### src/rtl/uart_tx_fifo.sv
// UART transmitter fed by a FIFO_DEPTH-entry FIFO; a write to an idle, empty block puts its start bit on txd two cycles later.
// Writes are never stalled: a write while full is dropped and latches overflow; cts_n only gates the start of a frame.
module uart_tx_fifo #(
  parameter int DATA_BITS    = 8,
  parameter int PARITY       = 0,
  parameter int STOP_BITS    = 1,
  parameter int CLKS_PER_BIT = 16,
  parameter int FIFO_DEPTH   = 8
) (
  input  logic                 clk,
  input  logic                 rst,
  input  logic                 wr_en,
  input  logic [DATA_BITS-1:0] wr_data,
  input  logic                 cts_n,
  output logic                 full,
  output logic                 empty,
  output logic                 overflow,
  output logic                 rts,
  output logic                 busy,
  output logic                 txd
);
  localparam int AW = $clog2(FIFO_DEPTH);
  localparam int BW = $clog2(STOP_BITS * CLKS_PER_BIT) + 1;
  localparam logic [BW-1:0] BIT_LAST  = BW'(CLKS_PER_BIT - 1);
  localparam logic [BW-1:0] STOP_LAST = BW'(STOP_BITS * CLKS_PER_BIT - 1);
  localparam logic [2:0]    DATA_LAST = 3'(DATA_BITS - 1);
  localparam logic [AW:0]   CNT_FULL  = (AW+1)'(FIFO_DEPTH);
  localparam logic          PAR_ODD   = (PARITY == 1);

  typedef enum logic [2:0] {IDLE, START, DATA, PAR, STOP} state_t;

  logic [DATA_BITS-1:0] mem_q [FIFO_DEPTH];
  logic [AW-1:0]        wr_ptr_q, wr_ptr_d, rd_ptr_q, rd_ptr_d;
  logic [AW:0]          count_q, count_d;
  logic                 ovf_q, ovf_d;
  state_t               state_q, state_d;
  logic [BW-1:0]        baud_q, baud_d;
  logic [2:0]           bit_q, bit_d;
  logic [DATA_BITS-1:0] shift_q, shift_d;
  logic                 par_q, par_d;
  logic                 txd_q, txd_d;
  logic                 rts_q, rts_d;
  logic                 push, pop, start_ok;
  logic [DATA_BITS-1:0] head;

  assign full     = (count_q == CNT_FULL);
  assign empty    = (count_q == '0);
  assign overflow = ovf_q;
  assign busy     = (state_q != IDLE);
  assign rts      = rts_q;
  assign txd      = txd_q;
  assign head     = mem_q[rd_ptr_q];
  // full/empty come from the registered count, so a same-cycle pop never frees room for a write
  assign push     = wr_en & ~full;
  assign start_ok = ~empty & ~cts_n;

  always_comb begin
    wr_ptr_d = wr_ptr_q + AW'(push);
    rd_ptr_d = rd_ptr_q + AW'(pop);
    count_d  = count_q + (AW+1)'(push) - (AW+1)'(pop);
    ovf_d    = ovf_q | (wr_en & full);
  end

  always_comb begin
    state_d = state_q;
    baud_d  = baud_q + BW'(1);
    bit_d   = bit_q;
    shift_d = shift_q;
    par_d   = par_q;
    pop     = 1'b0;
    case (state_q)
      IDLE: begin
        baud_d = '0;
        if (start_ok) begin
          pop     = 1'b1;
          state_d = START;
        end
      end
      START: begin
        if (baud_q == BIT_LAST) begin
          baud_d  = '0;
          bit_d   = '0;
          state_d = DATA;
        end
      end
      DATA: begin
        if (baud_q == BIT_LAST) begin
          baud_d  = '0;
          shift_d = shift_q >> 1;
          if (bit_q == DATA_LAST) state_d = (PARITY != 0) ? PAR : STOP;
          else                    bit_d   = bit_q + 3'd1;
        end
      end
      PAR: begin
        if (baud_q == BIT_LAST) begin
          baud_d  = '0;
          state_d = STOP;
        end
      end
      STOP: begin
        if (baud_q == STOP_LAST) begin
          baud_d = '0;
          if (start_ok) begin
            pop     = 1'b1;
            state_d = START;
          end else begin
            state_d = IDLE;
          end
        end
      end
      default: state_d = IDLE;
    endcase
    // parity is fixed when the byte leaves the FIFO, before the shifter consumes it
    if (pop) begin
      shift_d = head;
      par_d   = (^head) ^ PAR_ODD;
    end
    case (state_d)
      START:   txd_d = 1'b0;
      DATA:    txd_d = shift_d[0];
      PAR:     txd_d = par_d;
      default: txd_d = 1'b1;
    endcase
    rts_d = (state_d != IDLE) | (count_d != '0);
  end

  always_ff @(posedge clk or negedge rst) begin
    if (!rst) begin
      wr_ptr_q <= '0;
      rd_ptr_q <= '0;
      count_q  <= '0;
      ovf_q    <= 1'b0;
      state_q  <= IDLE;
      baud_q   <= '0;
      bit_q    <= '0;
      shift_q  <= '0;
      par_q    <= 1'b0;
      txd_q    <= 1'b1;
      rts_q    <= 1'b0;
    end else begin
      wr_ptr_q <= wr_ptr_d;
      rd_ptr_q <= rd_ptr_d;
      count_q  <= count_d;
      ovf_q    <= ovf_d;
      state_q  <= state_d;
      baud_q   <= baud_d;
      bit_q    <= bit_d;
      shift_q  <= shift_d;
      par_q    <= par_d;
      txd_q    <= txd_d;
      rts_q    <= rts_d;
    end
  end

  always_ff @(posedge clk) begin
    if (push) mem_q[wr_ptr_q] <= wr_data;
  end
endmodule

### config.mk
export PLATFORM = sky130hd
export DESIGN_NAME = uart_tx_fifo
export DESIGN_NICKNAME = d
export VERILOG_FILES = /design/src/rtl/uart_tx_fifo.sv
export SDC_FILE = /design/constraint.sdc
export NUM_CORES = 1
export LEC_CHECK = 0
export BUFFER_PORTS_ARGS = -buffer_cell sky130_fd_sc_hd__buf_2
export CAP_MARGIN = 40
export CORE_AREA = 2 2 127 67
export CTS_BUF_LIST = sky130_fd_sc_hd__clkbuf_4 sky130_fd_sc_hd__clkbuf_8
export DETAILED_ROUTE_END_ITERATION = 10
export DIE_AREA = 0 0 129 69
export HOLD_SLACK_MARGIN = 0.12
export MAX_ROUTING_LAYER = met4
export PLACE_DENSITY = 0.71
export SLEW_MARGIN = 20
export SYNTH_ARGS = -nofsm -noshare
export SYNTH_HDL_FRONTEND = slang
export SYNTH_SLANG_ARGS = --single-unit
export TNS_END_PERCENT = 5
### constraint.sdc
create_clock -name clk -period 2.7 [get_ports clk]
set_input_delay 0.27 -clock clk [delete_from_list [all_inputs] [get_ports clk]]
set_output_delay 0.27 -clock clk [all_outputs]
set_load 0.05 [all_outputs]
==> metrics.txt <==
Pwr per Cell Area 1060 mW/mm²; LEAKAGE 1.84 nW; number of remaining DRC errors 0; Finished Layout Cells 420; largest net degree at the start of global routing 34; critical path cell sequence ha_4 -> and3_4 -> ha_4 -> nand2b_4 -> and3_4 -> nand2b_1 -> nand2_1 -> ha_2 -> inv_1 -> fa_1 -> inv_1 -> nor4_2 -> nand3_1; First-pass DRT Iterations 4; dominant cells by area after synthesis sky130_fd_sc_hd__edfxtp_1 (46%), sky130_fd_sc_hd__dfrtp_1 (19%), sky130_fd_sc_hd__mux4_1 (10%); full die area 0.00890 mm²; number of port buffers 17; share of synthesized cell area in full adder, half adder and majority cells 4.34%; area growth from synthesis to layout 14.3%; share of synthesized area spent on multiplexers 12.2%; fraction of synthesized cell area taken by the top area cell type 45.7%; htree depth 3; initial core utilization 54.0%; hpwl dp 5.26 mm; Final WS setup 0.0770 ns; CP peak stage delay 0.48 ns; worst ir drop on vdd 0.000637 V; Hold Violations, Final 0; Critical Path Sink Type register; Detailed Route WL 7.57 mm; average instance area after synthesis 15.9 µm²; fin crit period 2.62 ns; kind of critical path reg -> reg; antenna cell count 0; final setup skew 0.00796 ns; Synth Warn # 0; clock latency of the later-clocked register in the worst-skew pair 0.36 ns; area leader, netlist sky130_fd_sc_hd__edfxtp_1; synthesized instance count 264; Max FO, Critical Path 4; CP bufs+invs 2; post-synthesis compound-gate area fraction 4.90%; nets 329; I/O Pins 18; worst slack, placed -0.0684 ns; status finished clean; first-iteration detailed-routing DRC count 156; Final period util 97.1%; area inside the core boundary 0.00780 mm²; post-synthesis xor/xnor area fraction 2.91%; share of final-layout standard cells stronger than drive strength 1 20.8%; power after layout 0.00510 W; clk root buf sky130_fd_sc_hd__clkbuf_8; Largest delay share family, worst path simple AND/OR/NAND/NOR gates; clock buffer depth 2; count of clock tree sinks 97; Slew @ Worst Pin 0.733 ns; reported max-cap violation count 0; Arrival @ worst endpoint 2.86 ns; final setup violation count 0; simple logic cell fraction of the synthesized area 7.46%; Vias per Instance 5.34; via count of the first global-routing pass 2,212; Synth cell types 39; critical path required time 2.93 ns; instance count after placement with tap cells included 398; number of clock buffers inserted by TritonCTS 9; upper clock frequency limit 381 MHz; leading cell type in the layout, fill and taps excluded sky130_fd_sc_hd__edfxtp_1; most used cells in the layout excluding fill and tap cells sky130_fd_sc_hd__edfxtp_1 (64), sky130_fd_sc_hd__dfrtp_1 (32), sky130_fd_sc_hd__buf_2 (17), sky130_fd_sc_hd__buf_4 (17); nets in the synthesized netlist 290; Site Rows 23; residual antenna-violating net count after detailed routing 0; initial antenna violation count 0; Mapped Area 0.00421 mm²; die span in x 129 µm; total gr overflow 0; clock-pin slew on the worst setup and hold paths 0.09 ns; Final TNS setup 0 ns; Routed wire per std cell 18.0 µm; WHS 0.183 ns; count of state elements after synthesis 97; Worst path slowest cell sky130_fd_sc_hd__fa_1; total number of vias 2,244; Rel. slew slack 51.1%; main combinational cell family by area after synthesis multiplexers; global placement routability congestion 0.929; kind of start point of the critical path register; total global routing track utilization 19.1%; wire length of the first global-routing pass 12.0 mm; proportion of synthesized chip area in sequential cells 65.3%; TritonCTS clock tree done; worst min path class in -> reg; Final Max Slew Viols 0; floorplan die height 69 µm
==> through the flow <==
stage | cell area [µm²] | utilization [%]
finish | 4810 | 61.7
global route | 4810 | 61.7
CTS | 4740 | 60.8
detailed placement | 4480 | 57.5
global placement | 4480 | 57.5
floorplan | 4240 | -
==> sequential cells by signal (all words and copies together), names as in the netlist <==
name,cells
baud_q,5
txd,1
mem_q,64
rts,1
par_q,1
count_q,4
bit_q,3
rd_ptr_q,3
state_q,3
overflow,1
shift_q,8
wr_ptr_q,3
==> power by group <==
part	total, W	internal [W]	leakage (nW)	switching (W)
Sequential	0.00224	0.00195	0.973	0.000290
Combinational	0.00186	0.000892	0.758	0.000972
Clock	0.000990	0.000527	0.111	0.000463
==> path summary, 6_finish.rpt <==
path	slack [ns]	startpoint	cells past startpoint	endpoint
min in group asynchronous	0.25	rst	2	overflow
max	0.08	baud_q[1]	13	rts
max in group asynchronous	2.00	rst	3	txd
min reg2reg	0.47	overflow	1	overflow
min	0.18	wr_data[0]	1	mem_q[3][0]
max reg2reg	0.08	baud_q[1]	13	rts
==> layer usage <==
metal	GRT usage (%)	share of wire, %
met3	5.82	4.5
met4	5.07	0.81
met2	24.2	41
met5	-	0
met1	29.8	53
==> layout make-up <==
cell class / instances / area [µm²]
well taps: 112 / 140
flip-flops and latches: 97 / 2750
clock inverters: 6 / 82.6
multi-input cells: 148 / 1420
repair buffers: 37 / 253
inverters: 10 / 37.5
clock buffers: 10 / 131
fillers: 584 / 2990
==> what timing repair did <==
item / CTS / global route
hold endpoints to repair: 33 / 0
pin swaps: 0 / 4
buffers inserted: 1 / 2
setup endpoints to repair: 1 / 1
gates resized for setup: 2 / 6
hold buffers: 2 / 0
==> cells in the mapped netlist, drive strengths merged <==
library cell,instances
xnor2,10
a21oi,10
edfxtp,64
ha,13
o211ai,2
nand3b,2
clkbuf,5
nor4,1
nor3b,3
mux2i,9
nor2b,7
o211a,1
buf,4
and3,3
a21o,2
a211oi,7
nand3,3
inv,10
or2,1
nand2b,7
mux4,16
a22oi,2
xor2,4
dfstp,1
nor3,4
o21bai,1
o21ai,7
and2,1
dfrtp,32
o22ai,1
fa,1
nor2,16
or3,1
nand2,13
==> logic make-up after synthesis <==
family,count (synthesis)
XOR/XNOR,14
adder cells (fa/ha/maj),14
multiplexers,25
AND/OR/NAND/NOR,62
buffers and inverters,19
flip-flops,97
AO/OA/AOI/OAI,33
Power figures use the tool's default switching activity.
